[src/rtl/piso_serializer.sv]
// Word FIFO feeding a parallel-in/serial-out shifter; words leave back to back with no gap bits
// so bit patterns that straddle word boundaries reach the downstream detector intact.
module piso_serializer #(
   parameter int WIDTH      = 8,
   parameter int FIFO_DEPTH = 4,
   parameter bit MSB_FIRST  = 1'b1,
   parameter bit IDLE_BIT   = 1'b0
) (
   input  logic                          clk,
   input  logic                          rst,
   input  logic [WIDTH-1:0]              in_data,
   input  logic                          in_valid,
   output logic                          in_ready,
   output logic                          ser_out,
   output logic                          ser_valid,
   output logic                          word_done,
   output logic [$clog2(FIFO_DEPTH):0]   fifo_count
);

   localparam int AW = $clog2(FIFO_DEPTH);
   localparam int CW = AW + 1;
   localparam int BW = $clog2(WIDTH);

   typedef enum logic {IDLE, SHIFT} state_t;

   state_t           state;
   logic [WIDTH-1:0] mem [FIFO_DEPTH];
   logic [AW-1:0]    wr_ptr;
   logic [AW-1:0]    rd_ptr;
   logic [WIDTH-1:0] shreg;
   logic [BW-1:0]    bit_cnt;
   logic             push;
   logic             pop;
   logic [WIDTH-1:0] head;

   function automatic logic first_bit(input logic [WIDTH-1:0] w);
      return MSB_FIRST ? w[WIDTH-1] : w[0];
   endfunction

   function automatic logic [WIDTH-1:0] advance(input logic [WIDTH-1:0] w);
      return MSB_FIRST ? {w[WIDTH-2:0], 1'b0} : {1'b0, w[WIDTH-1:1]};
   endfunction

   // No full-bypass: a full FIFO refuses a word even when a pop frees a slot on the same edge.
   assign in_ready = !rst && (fifo_count < CW'(FIFO_DEPTH));
   assign push     = in_valid && in_ready;
   assign pop      = (fifo_count != '0) && ((state == IDLE) || (bit_cnt == '0));
   assign head     = mem[rd_ptr];

   always_ff @(posedge clk) begin
      if (push) begin
         mem[wr_ptr] <= in_data;
      end
   end

   always_ff @(posedge clk) begin
      if (rst) begin
         wr_ptr     <= '0;
         rd_ptr     <= '0;
         fifo_count <= '0;
      end else begin
         if (push) begin
            wr_ptr <= wr_ptr + 1'b1;
         end
         if (pop) begin
            rd_ptr <= rd_ptr + 1'b1;
         end
         case ({push, pop})
            2'b10:   fifo_count <= fifo_count + 1'b1;
            2'b01:   fifo_count <= fifo_count - 1'b1;
            default: fifo_count <= fifo_count;
         endcase
      end
   end

   // The shifter holds only the bits still to be sent; the current bit lives in ser_out.
   always_ff @(posedge clk) begin
      if (rst) begin
         state     <= IDLE;
         shreg     <= '0;
         bit_cnt   <= '0;
         ser_out   <= IDLE_BIT;
         ser_valid <= 1'b0;
         word_done <= 1'b0;
      end else if (pop) begin
         state     <= SHIFT;
         shreg     <= advance(head);
         bit_cnt   <= BW'(WIDTH - 1);
         ser_out   <= first_bit(head);
         ser_valid <= 1'b1;
         word_done <= 1'b0;
      end else if ((state == SHIFT) && (bit_cnt != '0)) begin
         state     <= SHIFT;
         shreg     <= advance(shreg);
         bit_cnt   <= bit_cnt - 1'b1;
         ser_out   <= first_bit(shreg);
         ser_valid <= 1'b1;
         word_done <= (bit_cnt == BW'(1));
      end else begin
         state     <= IDLE;
         shreg     <= shreg;
         bit_cnt   <= '0;
         ser_out   <= IDLE_BIT;
         ser_valid <= 1'b0;
         word_done <= 1'b0;
      end
   end

endmodule

[config.mk]
export PLATFORM = sky130hd
export DESIGN_NAME = piso_serializer
export DESIGN_NICKNAME = d
export VERILOG_FILES = /design/src/rtl/piso_serializer.sv
export SDC_FILE = /design/constraint.sdc
export NUM_CORES = 1
export LEC_CHECK = 0
export CAP_MARGIN = 20
export CORE_MARGIN = 1
export CORE_UTILIZATION = 61
export DETAILED_ROUTE_END_ITERATION = 8
export HOLD_SLACK_MARGIN = 0.02
export PLACE_DENSITY = 0.9
export SYNTH_ARGS = -nofsm -noshare
export SYNTH_HDL_FRONTEND = slang
export SYNTH_SLANG_ARGS = --single-unit
[constraint.sdc]
create_clock -name clk -period 3.4 [get_ports clk]
set_input_delay 0.51 -clock clk [delete_from_list [all_inputs] [get_ports clk]]
set_output_delay 0.51 -clock clk [all_outputs]
set_load 0.01 [all_outputs]
==> flow_metrics.py, run 1 <==
metrics = {
    "timing": {
        "drv_slew": 0,
        "max_freq_mhz": 411,
        "holdWs_ns": 0.489,
        "slew_headroom_pct": 66.7,
        "rsz0062_at_grt": "no",
        "fin_crit_ns": 2.43,
        "timing.setup.tns_ns": 0,
        "fin_crit_sh_pct": 71.5,
        "hold_violations": 0,
        "skew_ns": 0.00648,
        "setup_viol": 0,
        "worstMarginPinSlew_ns": 0.499,
    },
    "pwr": {
        "pwr-share-seq_pct": 53.9,
        "pwr-share-clk_pct": 15.8,
        "peakVddDrop_mv": 0.397,
        "p_sw_uw": 511,
        "p_leak_uw": 0.000870,
        "p_per_area_nw_per_um2": 673,
        "p_int_uw": 1110,
        "swShare_pct": 31.4,
        "p_comb_share_pct": 30.3,
    },
    "clock_tree": {
        "hold_buffers": 0,
        "cts_sinks": 54,
        "clock_latency_ns": 0.37,
        "cts_setup_buffers": 0,
        "cts_resized": 0,
        "cts_tree": "built",
        "clockBufferDepth": 2,
        "cts_max_level": 2,
        "cts-root-buf": "clkbuf_4",
        "clk_pin_slew_ns": 0.13,
        "numCtsBuffers": 5,
    },
    "synthesis": {
        "netlist_instances": 148,
        "synth_area_um2": 2180,
        "yosysSeqAreaShare_pct": 64.3,
        "yosys_warnings": 0,
        "synth_nets": 168,
        "synth_seq_cells": 54,
        "syn_avg_cell_area_um2": 14.7,
        "ys.flop_type": "edfxtp_1",
        "async_flop_share_pct": 0,
        "synth_edf_count": 32,
        "synth.distinct_cells": 30,
    },
    "floorplan": {
        "die_w_um": 61.8,
        "die-area_um2": 3820,
        "start_util_pct": 64.3,
        "rows": 21,
        "core-area_um2": 3390,
        "die_h_um": 61.8,
        "io_pins": 18,
    },
    "route": {
        "num_vias": 1197,
        "route.detailed.drc": 0,
        "wl_um": 3320,
        "wl_per_cell_um": 15.5,
        "drtAntennaViolNets": 0,
        "dr.pass1.iters": 4,
        "viasPerCell": 5.59,
        "drt_iter0_markers": 76,
    },
    "critical_path": {
        "crit_path_max_incr_delay_ns": 0.44,
        "reg2reg_from": "fifo_count[2]$_SDFFE_PP0P_",
        "r2r_cells": 8,
        "cp_slowest_cell": "clkdlybuf4s50_1",
        "crit_family": "simple AND/OR/NAND/NOR gates",
        "path_buf_inv": 2,
        "crit_path_max_fanout": 6,
        "reg2reg_to": "fifo_count[2]$_SDFFE_PP0P_",
        "worstSetupEndpointType": "flip-flop",
        "required_ns": 3.71,
        "criticalPathCategory": "in2reg",
        "rrSetupSlack_ns": 1.13,
        "arrival_ns": 2.74,
        "path_cells": "clkdlybuf4s50_1 -> nor2_1 -> and2_2 -> inv_1 -> ha_1 -> fa_1 -> xnor2_1 -> or3_1 -> a21oi_1",
        "cp-start-kind": "input pin",
        "setup.worst_path.start": "rst",
    },
    "placed_design": {
        "numPortBuffers": 17,
        "gp_congestion": 0.772,
        "hpwl_um": 2350,
        "dpl_cell_area_um2": 2370,
        "dp_cells": 206,
    },
    "layout": {
        "antenna_cells": 0,
        "fin_nets": 187,
        "layout_commonest_cell": "edfxtp_1",
        "final_core_util_pct": 71.3,
        "n_fill_cell": 215,
        "post-route-cell-area_um2": 2420,
        "areaGrowthSynthToFinish_pct": 10.9,
        "drive_above_1_share_pct": 8.93,
        "layout_common_cells": "32 x edfxtp_1, 22 x dfxtp_1, 17 x clkdlybuf4s50_1",
        "instances_no_fill": 214,
    },
    "hold_path": {
        "hold_start": "bit_cnt[2]$_SDFF_PP0_",
        "hold_path_end": "word_done$_SDFF_PP0_",
        "holdPathStages": 1,
        "hold_path.class": "reg2reg",
    },
    "status": {
        "outcome": "complete, no violations",
    },
    "global_route": {
        "antenna_found_initial": 0,
        "grt_pass1_vias": 1229,
        "grt_overflow": 0,
        "grt_max_degree": 19,
        "grt_pass1_wl_um": 5520,
        "gr-usage-all-layers_pct": 21.6,
    },
    "job": {
        "max_cap_violations": 0,
    },
}
-- flip-flops by register name, indices dropped and copies added, names as in the netlist, named ones only --
signal      count
bit_cnt         3
fifo_count      3
mem            32
rd_ptr          2
ser_out         1
shreg           7
state           1
word_done       1
wr_ptr          2
-- worst reg2reg max path, delay by kind of cell (launching register included) --
| kind | cells | cell delay (ns) |
|---|---|---|
| and+or+nand+nor | 3 | 0.84 |
| adders and majority gates | 2 | 0.62 |
| DFF | 1 | 0.40 |
| AOI/OAI and AO/OA | 1 | 0.17 |
| xor gates and xnor gates | 1 | 0.14 |
| buffers and inverters | 1 | 0.05 |
-- power by group through the flow --
stage	clock network, µW	registers (µW)	logic (µW)
2_1_floorplan	0	862	397
5_1_grt	285	892	552
3_5_place_dp	0	893	494
4_1_cts	259	878	496
6_report	258	876	492
3_3_place_gp	0	884	463
-- cells by family (layout without fill, tap and decap cells) --
family,count (synthesis),count (layout),share of synthesized area [%]
compound gates,22,22,6.37
xor+xnor,6,6,2.41
fa+ha+maj,9,9,5.51
buf+inv,13,33,3.39
flops,54,54,64.3
mux,10,10,10.0
simple gates,34,34,7.98
-- layout make-up --
type	instances	area, µm²	share of cell area [%]
repair buffers	18	178	7.35
clock inverters	2	8.76	0.362
inverters	7	26.3	1.09
well taps	46	57.6	2.38
multi-input cells	81	704	29.1
flip-flops and latches	54	1400	58.0
clock buffers	6	41.3	1.71
-- how the worst max path moves through the flow --
stage,endpoint,slack (ns),depth (start not counted)
floorplan,fifo_count[2]$_SDFFE_PP0P_,1.01,9
finish,fifo_count[2]$_SDFFE_PP0P_,0.97,9
global route,fifo_count[2]$_SDFFE_PP0P_,0.85,9
detailed placement,fifo_count[2]$_SDFFE_PP0P_,0.59,9
global placement,fifo_count[2]$_SDFFE_PP0P_,0.74,9
CTS,fifo_count[2]$_SDFFE_PP0P_,0.98,9
-- routing by layer --
| metal | wire [µm] | track usage [%] |
|---|---|---|
| met2 | 1710 | 37.5 |
| met1 | 1440 | 25.7 |
| met3 | 134 | 6.42 |
| met4 | 34 | 7.62 |
| met5 | 0 | 0 |
-- Yosys cell counts, types with 4 or more instances --
cell type	count	area share, %
edfxtp_1	32	44
nand2_1	8	1.4
mux4_1	5	6.0
a211oi_1	7	2.4
dfxtp_1	22	20
inv_1	7	1.2
ha_1	8	4.6
nor2_1	14	2.4
and3_1	4	1.1
xnor2_1	5	2.0
a21oi_1	10	2.3
-- stage by stage --
step | total power, µW | worst slack, ns
finish | 1630 | 0.970
global placement | 1350 | 0.745
CTS | 1630 | 0.979
floorplan | 1260 | 1.01
detailed placement | 1390 | 0.592
global route | 1730 | 0.855
No activity file was read; power rests on OpenSTA's default activity.
==> run 2, diff against run 1 <==
--- a/config.mk
+++ b/config.mk
@@ -7,10 +7,10 @@
 export LEC_CHECK = 0
 export CAP_MARGIN = 20
 export CORE_MARGIN = 1
-export CORE_UTILIZATION = 61
+export CORE_UTILIZATION = 56
 export DETAILED_ROUTE_END_ITERATION = 8
 export HOLD_SLACK_MARGIN = 0.02
-export PLACE_DENSITY = 0.9
+export PLACE_DENSITY = 0.84
 export SYNTH_ARGS = -nofsm -noshare
 export SYNTH_HDL_FRONTEND = slang
 export SYNTH_SLANG_ARGS = --single-unit
==> constraint.sdc (replaced) <==
create_clock -name clk -period 2.45 [get_ports clk]
set_input_delay 0.3675 -clock clk [delete_from_list [all_inputs] [get_ports clk]]
set_output_delay 0.3675 -clock clk [all_outputs]
set_load 0.01 [all_outputs]
==> flow_metrics.py, run 2 (synthesized netlist as in run 1, its figures left out) <==
metrics = {
    "clock_tree": {
        "cts_max_level": 2,
        "clk_pin_slew_ns": 0.09,
        "cts-root-buf": "clkbuf_8",
        "clock_latency_ns": 0.31,
        "cts_sinks": 54,
        "numCtsBuffers": 5,
        "cts_tree": "built",
        "clockBufferDepth": 2,
        "cts_resized": 0,
        "hold_buffers": 0,
        "cts_setup_buffers": 0,
    },
    "timing": {
        "max_freq_mhz": 444,
        "drv_slew": 0,
        "fin_crit_ns": 2.25,
        "skew_ns": 0.00990,
        "worstMarginPinSlew_ns": 0.466,
        "hold_violations": 0,
        "rsz0062_at_grt": "no",
        "setup_viol": 0,
        "fin_crit_sh_pct": 92.0,
        "slew_headroom_pct": 68.9,
        "fin_ws_ns": 0.195,
    },
    "floorplan": {
        "rows": 22,
        "io_pins": 18,
        "die_w_um": 64.4,
        "core-area_um2": 3690,
        "die_h_um": 64.4,
        "start_util_pct": 59.1,
        "die-area_um2": 4150,
    },
    "layout": {
        "drive_above_1_share_pct": 11.7,
        "largest_reg_flops": 32,
        "layout_common_cells": "32 x edfxtp_1, 22 x dfxtp_1, 17 x clkdlybuf4s50_1",
        "n_fill_cell": 254,
        "reg_top3": "mem: 32 flops, shreg: 7 flops",
        "largest-register": "mem",
        "antenna_cells": 0,
        "areaGrowthSynthToFinish_pct": 14.8,
        "fin_nets": 190,
        "final_core_util_pct": 67.8,
        "layout_commonest_cell": "edfxtp_1",
    },
    "placed_design": {
        "gp_congestion": 0.716,
        "hpwl_um": 2520,
        "numPortBuffers": 17,
        "dpl_worst_slack_ns": -0.0590,
    },
    "global_route": {
        "gr-usage-all-layers_pct": 19.7,
        "grt_pass1_wl_um": 5840,
        "grt_max_degree": 19,
        "grt_pass1_vias": 1247,
        "grt_overflow": 0,
        "antenna_found_initial": 0,
    },
    "critical_path": {
        "criticalPathCategory": "reg2reg",
        "crit_path_max_fanout": 4,
        "cp-start-kind": "flip-flop",
        "cp_slowest_cell": "fa_1",
        "path_buf_inv": 1,
        "required_ns": 2.68,
        "arrival_ns": 2.48,
        "worstSetupEndpointType": "flip-flop",
        "crit_family": "adder cells",
        "crit_path_max_incr_delay_ns": 0.40,
        "crit_top_cell": "ha_1",
        "path_cells": "inv_1 -> ha_1 -> nand2b_2 -> a21oi_2 -> ha_1 -> fa_1 -> xnor2_1 -> or3_1 -> a21oi_1",
    },
    "job": {
        "max_cap_violations": 0,
    },
    "route": {
        "num_vias": 1213,
        "viasPerCell": 5.54,
        "dr.pass1.iters": 4,
        "drtAntennaViolNets": 0,
        "wl_um": 3510,
        "wl_per_cell_um": 16.0,
        "route.detailed.drc": 0,
        "drt_iter0_markers": 79,
    },
    "status": {
        "outcome": "complete, no violations",
    },
    "pwr": {
        "p_per_area_nw_per_um2": 997,
        "p_leak_uw": 0.000909,
        "peakVddDrop_mv": 0.579,
    },
    "hold_path": {
        "hold_path.class": "reg2reg",
    },
}
run 2: final timing paths:
kind | startpoint | to | slack [ns] | depth (start not counted)
worst max-delay path | bit_cnt[0]$_SDFF_PP0_ | fifo_count[2]$_SDFFE_PP0P_ | 0.20 | 9
worst min-delay path | bit_cnt[2]$_SDFF_PP0_ | word_done$_SDFF_PP0_ | 0.48 | 1
worst max register to register | bit_cnt[0]$_SDFF_PP0_ | fifo_count[2]$_SDFFE_PP0P_ | 0.20 | 9
worst min register to register | bit_cnt[2]$_SDFF_PP0_ | word_done$_SDFF_PP0_ | 0.48 | 1
run 2: final cells by class:
class                   count  area, µm²  share of cell area [%]
repair buffers             21        200                    8.00
clock inverters             3       40.0                    1.60
inverters                   7       26.3                    1.05
flip-flops and latches     54       1400                    56.0
multi-input cells          81        704                    28.2
well taps                  48       60.1                    2.40
clock buffers               5       68.8                    2.75
run 2: metrics by stage:
step | total power, µW | TNS, ns | area, µm² | cells | hold slack (ns)
2_1_floorplan | 1750 | 0 | 2180 | 148 | 0.433
3_3_place_gp | 1890 | 0 | 2390 | 211 | 0.449
3_5_place_dp | 1950 | -0.0590 | 2390 | 211 | 0.478
4_1_cts | 2510 | 0 | 2500 | 219 | 0.492
5_1_grt | 2640 | 0 | 2500 | 219 | 0.519
6_report | 2490 | 0 | 2500 | 219 | 0.483
run 2: report_power, final:
group          total (µW)  switching (µW)  internal, µW
clock                 562             263           300
sequential           1220             125          1100
combinational         711             351           359
run 2: metal layers:
| layer | track usage (%) | wire [µm] |
|---|---|---|
| met5 | 0 | 0 |
| met4 | 7.50 | 58 |
| met3 | 5.89 | 134 |
| met2 | 33.3 | 1780 |
| met1 | 23.6 | 1530 |
==> variant: new RTL, settings of run 2 <==
Change the parameter `MSB_FIRST` from 1'b1 to 1'b0.
--- a/src/rtl/piso_serializer.sv
+++ b/src/rtl/piso_serializer.sv
@@ -5,3 +5,3 @@
    parameter int FIFO_DEPTH = 4,
-   parameter bit MSB_FIRST  = 1'b1,
+   parameter bit MSB_FIRST  = 1'b0,
    parameter bit IDLE_BIT   = 1'b0
Formal check against the unedited RTL: not equivalent (Yosys sat finds a counterexample within 4 cycles, from zero or initial values and one cycle with rst high).
==> variant against run 2 <==
Die area rose by 0.56%; setup slack improved by 0.040 ns; final cell count did not move; critical path type unchanged; synthesized area rose by 0.57%; sequential cell count did not move; global-route usage fell by 0.43 points; critical endpoint unchanged; wire length fell by 1.9%; cell area fell by 0.65%; power fell by 4.1%; sequential power barely moved; clock skew fell by 0.0035 ns.
==> variant: results <==
metrics = {
    "status": {
        "outcome": "finished clean",
    },
    "synth": {
        "synth_common_cells": "32 x edfxtp_1, 22 x dfxtp_1, 14 x nor2_1",
        "yosysWarnings": 0,
        "synth_seq_area_share_pct": 63.9,
        "async_flop_share_pct": 0,
        "synth.area.top_cells": "edfxtp_1 44%, dfxtp_1 20%, mux4_1 7.2%",
        "synth_edf_count": 32,
        "synth_cell_types": 32,
        "synthesis.nets": 169,
    },
    "grt": {
        "grt_pass1_vias": 1278,
        "grt_max_degree": 19,
        "track_usage_pct": 19.3,
        "grt_pass1_wl_mm": 5.82,
        "antenna_found_initial": 0,
    },
    "placement": {
        "hpwlAfterDp_mm": 2.41,
        "pre_cts_ws_ns": 0.00887,
        "dpl_cell_area_um2": 2400,
        "globalplace.congestion": 0.751,
    },
    "layout": {
        "largestRegisters": "mem x32, shreg x7",
        "largest_register_ffs": 32,
        "drive_above_1_share_pct": 9.94,
        "fillers": 268,
    },
    "clock_network": {
        "cts_root_buf": "clkbuf_8",
        "clk_path_buf_depth": 2,
        "post-cts-setup-buffer-count": 0,
        "cts_made_buffers": 5,
        "clk_latency_ns": 0.30,
    },
    "power_and_ir_drop": {
        "swShare_pct": 31.0,
        "vdd_drop_max_mv": 0.555,
        "p_leak_nw": 0.902,
    },
    "sta": {
        "relSlewSlack_pct": 69.8,
        "finalWorstSetupSlack_ns": 0.235,
        "setup_tns_ns": 0,
        "skew_ns": 0.00640,
    },
    "detailed_routing": {
        "detail_route.vias_per_cell": 5.60,
        "drt-wirelength-per-cell_um": 15.7,
        "drtIter0Drc": 54,
    },
    "worst_setup_path": {
        "worstPathArrival_ns": 2.45,
        "r2r_cells": 9,
    },
}
-- variant: cell count changes after synthesis, sizes merged --
cell | before | now
a211oi | 7 | 2
a21oi | 11 | 6
a311oi | 0 | 5
buf | 4 | 5
nand2 | 8 | 13
-- variant: area by class of cell --
| type | instances | area [um^2] | area share [%] |
|---|---|---|---|
| Sequential cell | 54 | 1400 | 56.4 |
| Multi-Input combinational cell | 81 | 712 | 28.7 |
| Timing Repair Buffer | 21 | 200 | 8.06 |
| Clock buffer | 5 | 68.8 | 2.77 |
| Tap cell | 48 | 60.1 | 2.42 |
| Inverter | 7 | 26.3 | 1.06 |
| Clock inverter | 3 | 16.3 | 0.655 |
-- variant: cells by family (layout without fill, tap and decap cells) --
logic type	count (synthesis)	after routing	share of synthesized area, %
compound gates	17	17	5.48
simple gates	39	39	8.96
fa+ha+maj	9	9	5.48
mux	10	10	10.2
buf+inv	14	36	3.60
xor+xnor	6	6	2.40
flops	54	54	63.9
-- variant: layer usage --
| layer | wire (um) | vias to the layer above | GRT usage (%) |
|---|---|---|---|
| met5 | 0 | - | 0 |
| li1 | - | 586 | - |
| met3 | 120 | 7 | 4.58 |
| met4 | 60 | 0 | 11.1 |
| met1 | 1500 | 604 | 22.9 |
| met2 | 1760 | 29 | 32.0 |
-- variant: power groups by stage --
stage	Combinational (mW)	Clock, mW	Sequential, mW
3_3_place_gp	0.658	0	1.23
3_5_place_dp	0.707	0	1.24
4_1_cts	0.715	0.473	1.22
5_1_grt	0.793	0.503	1.24
6_report	0.712	0.463	1.22
2_1_floorplan	0.557	0	1.20
-- variant: worst min-delay path by stage --
stage	from	to	slack [ns]	cells after the start
after floorplan	bit_cnt[0]$_SDFF_PP0_	bit_cnt[0]$_SDFF_PP0_	0.44	1
after global placement	bit_cnt[0]$_SDFF_PP0_	bit_cnt[0]$_SDFF_PP0_	0.45	1
after detailed placement	bit_cnt[2]$_SDFF_PP0_	word_done$_SDFF_PP0_	0.47	1
after CTS	bit_cnt[2]$_SDFF_PP0_	word_done$_SDFF_PP0_	0.48	1
after global routing	bit_cnt[2]$_SDFF_PP0_	word_done$_SDFF_PP0_	0.52	1
final	bit_cnt[2]$_SDFF_PP0_	word_done$_SDFF_PP0_	0.48	1
-- variant: worst max-delay path: cells and delay by family (launching register included) --
kind,cells,cell delay (ns)
AO/OA/AOI/OAI,2,0.25
XOR/XNOR,1,0.14
adder cells (fa/ha/maj),3,0.87
buffers and inverters,1,0.09
flip-flops,1,0.38
AND/OR/NAND/NOR,2,0.43
-- variant: per-stage QoR --
step	instances	power [mW]	util [%]
after global routing	219	2.53	66.9
final	219	2.39	66.9
after CTS	219	2.40	66.9
after floorplan	149	1.75	-
after global placement	211	1.89	64.6
after detailed placement	211	1.94	64.6
